File: config.mk
export PLATFORM = sky130hd
export DESIGN_NAME = cam_frame_write_scheduler_flat
export DESIGN_NICKNAME = d
export VERILOG_FILES = /design/src/rtl/cam_frame_write_scheduler_pkg.sv /design/src/rtl/cam_frame_write_scheduler_if.sv /design/src/rtl/cam_frame_write_scheduler_burst_buffer.sv /design/src/rtl/cam_frame_write_scheduler.sv /design/src/flat_wrapper.sv
export SDC_FILE = /design/constraint.sdc
export NUM_CORES = 1
export LEC_CHECK = 0
export BUFFER_PORTS_ARGS = -buffer_cell sky130_fd_sc_hd__buf_2
export CORE_MARGIN = 2
export CORE_UTILIZATION = 60
export CTS_CLUSTER_DIAMETER = 50
export DETAILED_ROUTE_END_ITERATION = 8
export MAX_ROUTING_LAYER = met4
export PLACE_DENSITY = 0.77
export REMOVE_ABC_BUFFERS = 1
export SLEW_MARGIN = 0
export SYNTH_ARGS = -nofsm -noshare
export SYNTH_HDL_FRONTEND = slang
export SYNTH_SLANG_ARGS = --single-unit
File: constraint.sdc
create_clock -name clk -period 6.5 [get_ports clk]
set_input_delay 1.3 -clock clk [delete_from_list [all_inputs] [get_ports clk]]
set_output_delay 1.3 -clock clk [all_outputs]
set_load 0.01 [all_outputs]
File: src/rtl/cam_frame_write_scheduler_pkg.sv
// Shared types and constants for the camera frame write scheduler.
package cam_sched_pkg;

  // Scheduler states
  typedef enum logic [2:0] {
    IDLE,
    SEEK_SOF,
    FILL,
    REQ,
    BURST
  } state_e;

  // Camera FIFO word layout
  localparam int CAM_SOF_BIT = 16;
  localparam int CAM_PIX_MSB = 15;
  localparam int CAM_WORD_W  = CAM_SOF_BIT + 1;

  // Frame pixel counter width
  localparam int PIX_CNT_W = 20;

  // Logger verbosity levels
  localparam int SVL_VERBOSE_NONE  = 0;
  localparam int SVL_VERBOSE_ERROR = 1;
  localparam int SVL_VERBOSE_WARN  = 2;
  localparam int SVL_VERBOSE_INFO  = 3;

  typedef struct packed {
    logic                 sof;
    logic [CAM_PIX_MSB:0] pixel;
  } cam_word_t;

endpackage

File: src/rtl/cam_frame_write_scheduler_if.sv
// FIFO read side and memory write side of the frame write scheduler.
// master: the scheduler; slave: the FIFO/memory controller side.
interface cam_frame_write_scheduler_if #(
  parameter int ADDR_WIDTH = 21
) ();
  import cam_sched_pkg::*;

  logic                  fifo_empty;
  logic                  fifo_rd_en;
  cam_word_t             fifo_data;
  logic                  mem_wr_req;
  logic                  mem_wr_ack;
  logic [ADDR_WIDTH-1:0] mem_addr;
  logic [15:0]           mem_wr_data;
  logic                  mem_wr_valid;
  logic                  frame_done;
  logic                  sync_err;
  logic                  frame_buf_sel;

  modport master (
    input  fifo_empty, fifo_data, mem_wr_ack,
    output fifo_rd_en, mem_wr_req, mem_addr, mem_wr_data, mem_wr_valid,
    output frame_done, sync_err, frame_buf_sel
  );

  modport slave (
    output fifo_empty, fifo_data, mem_wr_ack,
    input  fifo_rd_en, mem_wr_req, mem_addr, mem_wr_data, mem_wr_valid,
    input  frame_done, sync_err, frame_buf_sel
  );

endinterface

File: src/rtl/cam_frame_write_scheduler_burst_buffer.sv
// cam_burst_buffer: BURST_WORDS x 16 staging array for one memory burst.
// Write pointer counts stored words (0..BURST_WORDS); read pointer walks
// the array during the burst. clr_i together with wr_en_i restarts the
// buffer with the incoming word at index 0.
module cam_burst_buffer
  import cam_sched_pkg::*;
#(
  parameter int BURST_WORDS = 32
) (
  input  logic                           clk,
  input  logic                           nRST,
  input  logic                           clr_i,
  input  logic                           wr_en_i,
  input  logic [CAM_PIX_MSB:0]           wr_data_i,
  input  logic                           rd_adv_i,
  output logic [CAM_PIX_MSB:0]           rd_data_o,
  output logic [$clog2(BURST_WORDS):0]   count_o,
  output logic                           full_o,
  output logic                           last_o
);

  localparam int PTR_W = $clog2(BURST_WORDS);
  localparam logic [PTR_W:0]   FULL_CNT = (PTR_W+1)'(BURST_WORDS);
  localparam logic [PTR_W:0]   ONE_CNT  = (PTR_W+1)'(1);
  localparam logic [PTR_W-1:0] LAST_IDX = PTR_W'(BURST_WORDS - 1);
  localparam logic [PTR_W-1:0] ONE_IDX  = PTR_W'(1);

  logic [CAM_PIX_MSB:0] mem_q [BURST_WORDS];
  logic [PTR_W:0]       wptr_q, wptr_d;
  logic [PTR_W-1:0]     rptr_q, rptr_d;
  logic [PTR_W-1:0]     waddr;
  logic                 we;

  assign full_o    = (wptr_q == FULL_CNT);
  assign last_o    = (rptr_q == LAST_IDX);
  assign count_o   = wptr_q;
  assign rd_data_o = mem_q[rptr_q];
  assign we        = wr_en_i && (clr_i || !full_o);
  assign waddr     = clr_i ? '0 : wptr_q[PTR_W-1:0];

  // Pointer next-state: clear wins, a write during clear lands at index 0
  always_comb begin
    wptr_d = wptr_q;
    rptr_d = rptr_q;
    if (clr_i) begin
      wptr_d = wr_en_i ? ONE_CNT : '0;
      rptr_d = '0;
    end else begin
      if (we)       wptr_d = wptr_q + ONE_CNT;
      if (rd_adv_i) rptr_d = rptr_q + ONE_IDX;
    end
  end

  // Pointer registers
  always_ff @(posedge clk or negedge nRST) begin
    if (!nRST) begin
      wptr_q <= '0;
      rptr_q <= '0;
    end else begin
      wptr_q <= wptr_d;
      rptr_q <= rptr_d;
    end
  end

  // Data array, no reset needed: contents are only read after being written
  always_ff @(posedge clk) begin
    if (we) mem_q[waddr] <= wr_data_i;
  end

endmodule

File: src/rtl/cam_frame_write_scheduler.sv
// cam_frame_write_scheduler: drains the camera FIFO into fixed-length
// burst writes to the frame buffer, tracking the frame address and
// resynchronising on start-of-frame.
// Optional: define CAM_DOUBLE_BUFFER_EN to alternate between two frame
// buffers (FRAME_BASE_0 / FRAME_BASE_1) on each completed frame.
module cam_frame_write_scheduler
  import cam_sched_pkg::*;
#(
  parameter int                    FRAME_WIDTH  = 640,
  parameter int                    FRAME_HEIGHT = 480,
  parameter int                    BURST_WORDS  = 32,
  parameter int                    ADDR_WIDTH   = 21,
  parameter logic [ADDR_WIDTH-1:0] FRAME_BASE_0 = 21'h000000,
  parameter logic [ADDR_WIDTH-1:0] FRAME_BASE_1 = 21'h080000,
  parameter int                    LOG_LEVEL    = SVL_VERBOSE_INFO
) (
  input  logic                          clk,
  input  logic                          nRST,
  input  logic                          enable,
  cam_frame_write_scheduler_if.master   bus
);

  localparam int PTR_W = $clog2(BURST_WORDS);
  localparam logic [PIX_CNT_W-1:0] FRAME_PIX = PIX_CNT_W'(FRAME_WIDTH * FRAME_HEIGHT);
  localparam logic [PIX_CNT_W-1:0] BURST_INC = PIX_CNT_W'(BURST_WORDS);
  localparam logic [PTR_W:0]       LAST_CNT  = (PTR_W+1)'(BURST_WORDS - 1);
  localparam logic [PTR_W:0]       FULL_CNT  = (PTR_W+1)'(BURST_WORDS);

  state_e                 state_q, state_d;
  logic [PIX_CNT_W-1:0]   pix_cnt_q, pix_cnt_d, pix_nxt;
  logic                   rd_vld_q;     // read issued last cycle: fifo_data valid now
  logic                   frame_done_q, frame_done_d;
  logic                   sync_err_q, sync_err_d;
  logic                   buf_sel_q, buf_sel_d;
  logic [ADDR_WIDTH-1:0]  base;
  logic                   unused_cfg;

  logic                   rd_en, mem_req, mem_vld;
  logic                   buf_clr, buf_wr, buf_adv;
  logic [CAM_PIX_MSB:0]   buf_rdata;
  logic [PTR_W:0]         buf_cnt;
  logic                   buf_full, buf_last;
  cam_word_t              rd_word;

  assign rd_word = bus.fifo_data;
  assign pix_nxt = pix_cnt_q + BURST_INC;

`ifdef CAM_DOUBLE_BUFFER_EN
  assign base       = buf_sel_q ? FRAME_BASE_1 : FRAME_BASE_0;
  assign unused_cfg = ^LOG_LEVEL;
`else
  assign base       = FRAME_BASE_0;
  assign unused_cfg = ^{FRAME_BASE_1, LOG_LEVEL};
`endif

  cam_burst_buffer #(.BURST_WORDS(BURST_WORDS)) u_buf (
    .clk       (clk),
    .nRST      (nRST),
    .clr_i     (buf_clr),
    .wr_en_i   (buf_wr),
    .wr_data_i (rd_word.pixel),
    .rd_adv_i  (buf_adv),
    .rd_data_o (buf_rdata),
    .count_o   (buf_cnt),
    .full_o    (buf_full),
    .last_o    (buf_last)
  );

  // Next-state, FIFO read control and burst sequencing
  always_comb begin
    state_d      = state_q;
    pix_cnt_d    = pix_cnt_q;
    frame_done_d = 1'b0;
    sync_err_d   = 1'b0;
    buf_sel_d    = buf_sel_q;
    rd_en        = 1'b0;
    mem_req      = 1'b0;
    mem_vld      = 1'b0;
    buf_clr      = 1'b0;
    buf_wr       = 1'b0;
    buf_adv      = 1'b0;
    case (state_q)
      IDLE: begin
        pix_cnt_d = '0;
        buf_clr   = 1'b1;
        if (enable) state_d = SEEK_SOF;
      end
      SEEK_SOF: begin
        if (!enable) begin
          buf_clr = 1'b1;
          state_d = IDLE;
        end else begin
          rd_en = !bus.fifo_empty;
          // Non-SOF words are dropped; SOF is frame pixel 0
          if (rd_vld_q && rd_word.sof) begin
            buf_wr  = 1'b1;
            state_d = FILL;
          end
        end
      end
      FILL: begin
        if (!enable) begin
          buf_clr = 1'b1;
          state_d = IDLE;
        end else begin
          // Count the in-flight read so the buffer is never over-filled
          rd_en = !bus.fifo_empty && !buf_full &&
                  ((buf_cnt + (PTR_W+1)'(rd_vld_q)) < FULL_CNT);
          if (rd_vld_q) begin
            buf_wr = 1'b1;
            if (rd_word.sof) begin
              // Early SOF: drop the partial burst and restart the frame
              sync_err_d = 1'b1;
              pix_cnt_d  = '0;
              buf_clr    = 1'b1;
            end else if (buf_cnt == LAST_CNT) begin
              state_d = REQ;
            end
          end
        end
      end
      REQ: begin
        mem_req = 1'b1;
        if (bus.mem_wr_ack) state_d = BURST;
      end
      BURST: begin
        mem_vld = 1'b1;
        buf_adv = 1'b1;
        if (buf_last) begin
          buf_clr = 1'b1;
          if (pix_nxt == FRAME_PIX) begin
            pix_cnt_d    = '0;
            frame_done_d = 1'b1;
`ifdef CAM_DOUBLE_BUFFER_EN
            buf_sel_d    = ~buf_sel_q;
`endif
            state_d      = enable ? SEEK_SOF : IDLE;
          end else begin
            pix_cnt_d = pix_nxt;
            state_d   = enable ? FILL : IDLE;
          end
        end
      end
      default: state_d = IDLE;
    endcase
  end

  // State and status registers
  always_ff @(posedge clk or negedge nRST) begin
    if (!nRST) begin
      state_q      <= IDLE;
      pix_cnt_q    <= '0;
      rd_vld_q     <= 1'b0;
      frame_done_q <= 1'b0;
      sync_err_q   <= 1'b0;
      buf_sel_q    <= 1'b0;
    end else begin
      state_q      <= state_d;
      pix_cnt_q    <= pix_cnt_d;
      rd_vld_q     <= rd_en;
      frame_done_q <= frame_done_d;
      sync_err_q   <= sync_err_d;
      buf_sel_q    <= buf_sel_d;
    end
  end

  assign bus.fifo_rd_en    = rd_en;
  assign bus.mem_wr_req    = mem_req;
  assign bus.mem_addr      = base + ADDR_WIDTH'(pix_cnt_q);
  assign bus.mem_wr_valid  = mem_vld;
  assign bus.mem_wr_data   = mem_vld ? buf_rdata : '0;
  assign bus.frame_done    = frame_done_q;
  assign bus.sync_err      = sync_err_q;
  assign bus.frame_buf_sel = buf_sel_q;

endmodule

File: src/flat_wrapper.sv
// flat-port wrapper written by rule: the top's interface ports become plain ports
module cam_frame_write_scheduler_flat import cam_sched_pkg::*;
#(
  parameter int                    FRAME_WIDTH  = 640,
  parameter int                    FRAME_HEIGHT = 480,
  parameter int                    BURST_WORDS  = 32,
  parameter int                    ADDR_WIDTH   = 21,
  parameter logic [ADDR_WIDTH-1:0] FRAME_BASE_0 = 21'h000000,
  parameter logic [ADDR_WIDTH-1:0] FRAME_BASE_1 = 21'h080000,
  parameter int                    LOG_LEVEL    = SVL_VERBOSE_INFO
)
  (clk, nRST, enable, bus_fifo_empty, bus_fifo_data, bus_mem_wr_ack, bus_fifo_rd_en, bus_mem_wr_req, bus_mem_addr, bus_mem_wr_data, bus_mem_wr_valid, bus_frame_done, bus_sync_err, bus_frame_buf_sel);
  cam_frame_write_scheduler_if #(.ADDR_WIDTH(ADDR_WIDTH)) bus_i ();
  input  logic clk;
  input  logic nRST;
  input  logic enable;
  input wire logic [$bits(bus_i.fifo_empty)-1:0] bus_fifo_empty;
  input wire logic [$bits(bus_i.fifo_data)-1:0] bus_fifo_data;
  input wire logic [$bits(bus_i.mem_wr_ack)-1:0] bus_mem_wr_ack;
  output wire logic [$bits(bus_i.fifo_rd_en)-1:0] bus_fifo_rd_en;
  output wire logic [$bits(bus_i.mem_wr_req)-1:0] bus_mem_wr_req;
  output wire logic [$bits(bus_i.mem_addr)-1:0] bus_mem_addr;
  output wire logic [$bits(bus_i.mem_wr_data)-1:0] bus_mem_wr_data;
  output wire logic [$bits(bus_i.mem_wr_valid)-1:0] bus_mem_wr_valid;
  output wire logic [$bits(bus_i.frame_done)-1:0] bus_frame_done;
  output wire logic [$bits(bus_i.sync_err)-1:0] bus_sync_err;
  output wire logic [$bits(bus_i.frame_buf_sel)-1:0] bus_frame_buf_sel;
  assign bus_i.fifo_empty = bus_fifo_empty;
  assign bus_i.fifo_data = bus_fifo_data;
  assign bus_i.mem_wr_ack = bus_mem_wr_ack;
  assign bus_fifo_rd_en = bus_i.fifo_rd_en;
  assign bus_mem_wr_req = bus_i.mem_wr_req;
  assign bus_mem_addr = bus_i.mem_addr;
  assign bus_mem_wr_data = bus_i.mem_wr_data;
  assign bus_mem_wr_valid = bus_i.mem_wr_valid;
  assign bus_frame_done = bus_i.frame_done;
  assign bus_sync_err = bus_i.sync_err;
  assign bus_frame_buf_sel = bus_i.frame_buf_sel;
  cam_frame_write_scheduler #(.FRAME_WIDTH(FRAME_WIDTH), .FRAME_HEIGHT(FRAME_HEIGHT), .BURST_WORDS(BURST_WORDS), .ADDR_WIDTH(ADDR_WIDTH), .FRAME_BASE_0(FRAME_BASE_0), .FRAME_BASE_1(FRAME_BASE_1), .LOG_LEVEL(LOG_LEVEL)) u_core (.clk(clk), .nRST(nRST), .enable(enable), .bus(bus_i));
endmodule
Yosys cells after proc, flatten, opt, wreduce, memory -nomap -nowiden
Memory sizes are Yosys's and may differ from the RTL's.
Index checks and enable logic that the tools add are counted.
Widths: inputs -> output; s select.

storage, ports and cells
  register bits = 37
  bits in latches = 0
  RAM bits = 512
  bits in read-only memories = 0
  input port bits = 22
  output and inout bits = 43
  word-level logic and storage cells = 93
  memories kept = 1

memory list
  memory              depth  bits a word  read ports  clocked after Yosys merged registers in  write ports  line                                          text
  u_core.u_buf.mem_q  32     16           1           0                                        1            cam_frame_write_scheduler_burst_buffer.sv:28  logic [CAM_PIX_MSB:0] mem_q [BURST_WORDS];

operators by class
  $add $sub $neg = 4
  multiply operators = 0
  div/mod/pow operators = 0
  $lt $le $gt $ge = 1
  equal/unequal tests = 18
  shift operators = 0
  mux-type cells = 49
  bitwise gates (word level) = 0
  reduce and logical (&&, ||, !) cells = 13

operators by type and width
  operator               count
  $mux 20                5
  $pmux 20 s3            1
  $mux 3                 10
  $mux 1                 22
  $add 20x6->20 const B  1
  $eq 20x19->1 const B   1
  $mux 16                1
  $mux 5                 3
  $pmux 3 s5             1
  $mux 6                 2
  $ne 3x2->1 const B     3
  $ne 2x2->1 const B     4
  $reduce_and 7->1       1
  $add 6x1->6            1
  $add 6x1->6 const B    1
  $eq 3x2->1 const B     2
  $eq 6x5->1 const B     1
  $eq 6x6->1 const B     1
  $lt 6x6->1 const B     1
  $add 5x1->5 const B    1
  $eq 5x5->1 const B     1
  $reduce_and 5->1       1
  $logic_and 1x1->1      4
  $ne 2x1->1 const B     2
  other kinds (11)       14

Depth between registers and ports, before layout
  depth in word-level cells = 8
  depth in mapped cells = 11
  depth with buffers taken out = 9

Modules after synthesis
Synthesis repeated with hierarchy kept, for this count alone.

unflattened totals
  cells, all modules = 1177
  area total of the unflattened synthesis = 21982.3 um2

by module, submodules not included
  module                     times used  cells an instance  area each (um2)
  cam_burst_buffer           1           954                20302.0
  cam_frame_write_scheduler  1           223                1680.4

Worst setup path before layout
OpenSTA, ideal clock, no wires.

  path type = register to register
  from = register u_core.u_buf.rptr_q[3]
  to = memory u_core.u_buf.mem_q[1][0] in the netlist's numbering, enable pin
  setup time = 0.430 ns
  data arrival time = 4.383 ns
  required time = 6.070 ns
  slack = 1.687 ns
  cell stages (with the launch flop) = 12
  buffers on the path = 3
  period minus slack after synthesis = 4.813 ns
  path through = dfrtp_1 -> clkbuf_1 -> buf_1 -> and3_1 -> ha_1 -> nor2b_1 -> o22a_1 -> o32ai_4 -> o221ai_2 -> or4_1 -> clkbuf_1 -> nor4_1

on the way
  longest elaborated chain between the ends = 7

RTL lines
  what                          line                                          text
  start, declared               cam_frame_write_scheduler_burst_buffer.sv:30  logic [PTR_W-1:0] rptr_q, rptr_d;
  start signal, assigned        cam_frame_write_scheduler_burst_buffer.sv:61  rptr_q <= rptr_d;
  $eq 5x5->1 *                  cam_frame_write_scheduler_burst_buffer.sv:35  assign last_o = (rptr_q == LAST_IDX);
  $mux 1 *                      cam_frame_write_scheduler.sv:129              if (buf_last) begin
  $pmux 1 s4 *                  cam_frame_write_scheduler.sv:82               case (state_q)
  $logic_or 1x1->1              cam_frame_write_scheduler_burst_buffer.sv:38  assign we = wr_en_i && (clr_i || !full_o);
  $logic_and 1x1->1             cam_frame_write_scheduler_burst_buffer.sv:38
  $mux 1                        cam_frame_write_scheduler_burst_buffer.sv:67  if (we) mem_q[waddr] <= wr_data_i;
  $mux 1 (not written as such)  cam_frame_write_scheduler_burst_buffer.sv:67
  end, declared                 cam_frame_write_scheduler_burst_buffer.sv:28

Mark *: on every way between the ends. The rest lies on a longest branch, timed or not.

Worst setup path after layout
  from = register u_core.u_buf.rptr_q[0]
  to = output port bus_mem_wr_data[1]

on the way
  longest elaborated chain between the ends = 2

RTL lines
  what           line                              text
  $mem_v2 32x16  --
  $mux 16        cam_frame_write_scheduler.sv:171  assign bus.mem_wr_data = mem_vld ? buf_rdata : '0;
  end, declared  flat_wrapper.sv:23                output wire logic [$bits(bus_i.mem_wr_data)-1:0] bus_mem_wr_data;

Every way passes these cells.

==> impl_metrics.env <==
export IMPL_critPathSlowestCell="dfrtp_4"
export IMPL_grt_pass1_wl_um=71100
export IMPL_area_delta_synth_final_pct=11.3
export IMPL_ys_async_sr_fraction_pct=5.88
export IMPL_switching_power_mw=1.34
export IMPL_vdd_ir_drop_max_uv=285
export IMPL_synth_edf_count=512
export IMPL_arrival_ps=3680
export IMPL_cts_tree="built"
export IMPL_routedWlPerCell_um=30.0
export IMPL_yosys_area_top_type="edfxtp_1"
export IMPL_vias=10600
export IMPL_max_slew_margin_rel_pct=26.7
export IMPL_cpMostUsedCell="mux4_2"
export IMPL_via_per_inst=6.62
export IMPL_final_core_util_pct=67.9
export IMPL_finalHoldViolations=0
export IMPL_clockBufferDepth=3
export IMPL_grt_pass1_vias=10700
export IMPL_timing_rr_start="u_core.u_buf.rptr_q[0]"
export IMPL_drive_above_1_share_pct=30.9
export IMPL_setup_viol=0
export IMPL_yosysMostFrequentCell="edfxtp_1"
export IMPL_startpoint_type="flop"
export IMPL_fmax_ghz=0.201
export IMPL_clock_power_share_pct=43.3
export IMPL_hold_buffers=0
export IMPL_synth_top_area_share_pct=70.7
export IMPL_dieArea_mm2=0.0378
export IMPL_nFillCells=2191
export IMPL_fp_dieW_um=194
export IMPL_endpoint_kind="output pin"
export IMPL_core_mm2=0.0357
export IMPL_cts_sinks=544
export IMPL_multiInputGateArea_mm2=0.00535
export IMPL_diodes=0
export IMPL_drt_wl_total_um=47900
export IMPL_antenna_found_initial=0
export IMPL_grt_max_degree=77
export IMPL_crit_required_ps=5200
export IMPL_combPwrFrac_pct=1.5
export IMPL_htreeDepth=2
export IMPL_worstMarginPinSlew_ps=1100
export IMPL_power_density_mw_per_mm2=287
export IMPL_initial_core_util_pct=61.0
export IMPL_power_internal_mw=5.62
export IMPL_grt_overflow=0
export IMPL_worstHoldStart="u_core.pix_cnt_q[19]"
export IMPL_gp_congestion=0.857
export IMPL_skew_ps=12.6
export IMPL_hold_slack_ps=565
export IMPL_synth_ff_type="edfxtp_1"
export IMPL_avgSynthCellArea_um2=20.9
export IMPL_path_class="reg -> out"
export IMPL_swShare_pct=19.2
export IMPL_seqPwrFrac_pct=55.2
export IMPL_layout_nets=1129
export IMPL_grt_setup_unrepaired="false"
export IMPL_synth_warnings=0
export IMPL_firstDrtPassIters=7
export IMPL_max_cap_violations=0
export IMPL_first_iter_violations=1289
export IMPL_finalCritPeriodShare_pct=76.6
export IMPL_io_buffers=57
export IMPL_syn_inst=1040
export IMPL_p_leak_nw=7.49
export IMPL_slowest_delay_ps=800
export IMPL_dp_hpwl_um=27900
export IMPL_io_pins=65
export IMPL_ant_nets=0
export IMPL_cts_made_buffers=52
export IMPL_cp_startpoint="u_core.u_buf.rptr_q[0]"
export IMPL_synth_cell_type_count=60
export IMPL_route_detailed_drc=0
export IMPL_synthTopCellsByArea="edfxtp_1 71%, mux4_2 17%, dfrtp_1 3.7%, nor2_1 1.2%, mux2i_1 0.83%"
export IMPL_status="finished clean"
export IMPL_crit_chain="buf_12 > mux4_2 > mux4_2 > mux2i_1 > nor2_1 > buf_2"
export IMPL_hp_class="reg -> reg"
export IMPL_track_usage_pct=27.0
export IMPL_synth_common_cells="512 x edfxtp_1, 160 x mux4_2, 67 x nor2_1, 34 x clkbuf_1, 32 x dfrtp_1"
export IMPL_die_h_um=194
export IMPL_final_max_slew_viol_count=0
export IMPL_clock_root_buffer="clkbuf_16"
export IMPL_syn_cell_area_mm2=0.0218
export IMPL_ys_ff_latch=544
export IMPL_post_cts_setup_buffers=0
export IMPL_fin_crit_ps=4980
export IMPL_cts_resized=0
export IMPL_clk_pin_slew_ps=60
export IMPL_critical_path_max_fanout=76
export IMPL_seq_area_mm2=0.0162
export IMPL_yosysSeqAreaShare_pct=74.3
export IMPL_num_rows=69
export IMPL_clk_insertion_delay_late_ps=570
layer usage:
layer / wire length [µm] / vias to the layer above / track usage [%]
met1: 18900 / 5608 / 37.2
met5: 0 / - / -
met2: 24400 / 464 / 43.3
li1: - / 4427 / -
met4: 1320 / 0 / 8.03
met3: 3270 / 91 / 3.33
critical path: cells and delay by family, from the launching register on:
family        cells  cell delay (ps)
flops             1              800
buf+inv           2              700
mux               3             1460
simple gates      1               70
cells by family (layout without fill, tap and decap cells):
group                      count (synthesis)  after routing  share of synthesized area [%]
other                                      1              7                         0.0172
buffers and inverters                     76            168                           1.60
xor gates and xnor gates                  11             11                          0.443
DFF                                      544            544                           74.3
AOI/OAI and AO/OA                         61             61                           2.06
and+or+nand+nor                          164            164                           3.85
muxes                                    178            178                           17.4
adders and majority gates                  5              5                          0.288
power by group through the flow:
stage | Clock, mW | Sequential, mW | Combinational (mW)
after global routing | 3.16 | 3.84 | 0.113
after CTS | 3.04 | 3.84 | 0.105
after global placement | 0 | 3.92 | 0.100
after floorplan | 0 | 3.92 | 0.0263
after detailed placement | 0 | 3.92 | 0.105
final | 3.01 | 3.84 | 0.103
flip-flops by register name (all words and copies together), names as in the netlist:
name and cells:
u_core.u_buf.count_o 6, u_core.bus.frame_done 1, u_core.u_buf.mem_q 512, u_core.rd_vld_q 1, u_core.bus.sync_err 1, u_core.state_q 3
u_core.pix_cnt_q 15, u_core.u_buf.rptr_q 5
per-stage QoR:
stage	std cells	setup slack (ps)	cell area, µm²	setup TNS, ps	power (mW)
finish	1599	1520	24200	0	6.96
global route	1599	1310	24200	0	7.11
CTS	1599	1380	24200	0	6.99
detailed placement	1509	1560	22500	0	4.02
global placement	1509	1650	22500	0	4.02
floorplan	979	-2820	21500	-1012360	3.94
path summary, 6_finish.rpt:
kind / to / slack, ps / cells past startpoint
min in group asynchronous: u_core.bus.sync_err / 800 / 1
worst max register to register: u_core.u_buf.mem_q[6][0] / 1690 / 9
worst min register to register: u_core.pix_cnt_q[19] / 560 / 1
worst min-delay path: u_core.pix_cnt_q[19] / 560 / 1
max in group asynchronous: u_core.u_buf.rptr_q[1] / 5130 / 1
worst max-delay path: bus_mem_wr_data[1] / 1520 / 6
final cells by class:
class / instances / area share, %
flip-flops and latches: 544 / 66.8
multi-input cells: 426 / 22.1
clock buffers: 64 / 5.65
well taps: 461 / 2.38
repair buffers: 69 / 1.60
clock inverters: 26 / 1.30
inverters: 9 / 0.140
layout by cell type (no fill, tap or decap), drive strengths merged, types with 2 or more instances in the layout:
| cell type | Yosys | layout |
|---|---|---|
| a32o | 3 | 3 |
| buf | 33 | 69 |
| bufinv | 0 | 7 |
| nand2b | 4 | 4 |
| conb | 1 | 7 |
| mux4 | 160 | 160 |
| nor2 | 67 | 67 |
| o32a | 2 | 2 |
| clkbuf | 34 | 64 |
| nor3b | 2 | 2 |
| and3 | 5 | 5 |
| a22o | 2 | 2 |
| nor4 | 5 | 5 |
| mux2i | 18 | 18 |
| a21oi | 15 | 15 |
| nor4b | 3 | 3 |
| nor2b | 3 | 3 |
| o22ai | 3 | 3 |
| and2 | 5 | 5 |
| dfrtp | 32 | 32 |
| nand2 | 25 | 25 |
| nand3b | 2 | 2 |
| nand4 | 8 | 8 |
| clkinv | 1 | 17 |
| or2 | 2 | 2 |
| xnor2 | 5 | 5 |
| o31ai | 5 | 5 |
| or4 | 6 | 6 |
| xor2 | 6 | 6 |
| ha | 5 | 5 |
| or3 | 6 | 6 |
| o21ai | 15 | 15 |
| a31oi | 4 | 4 |
| edfxtp | 512 | 512 |
| or4b | 2 | 2 |
| inv | 8 | 10 |
| nand3 | 10 | 10 |
| nor3 | 9 | 9 |
Power figures use the tool's default switching activity.
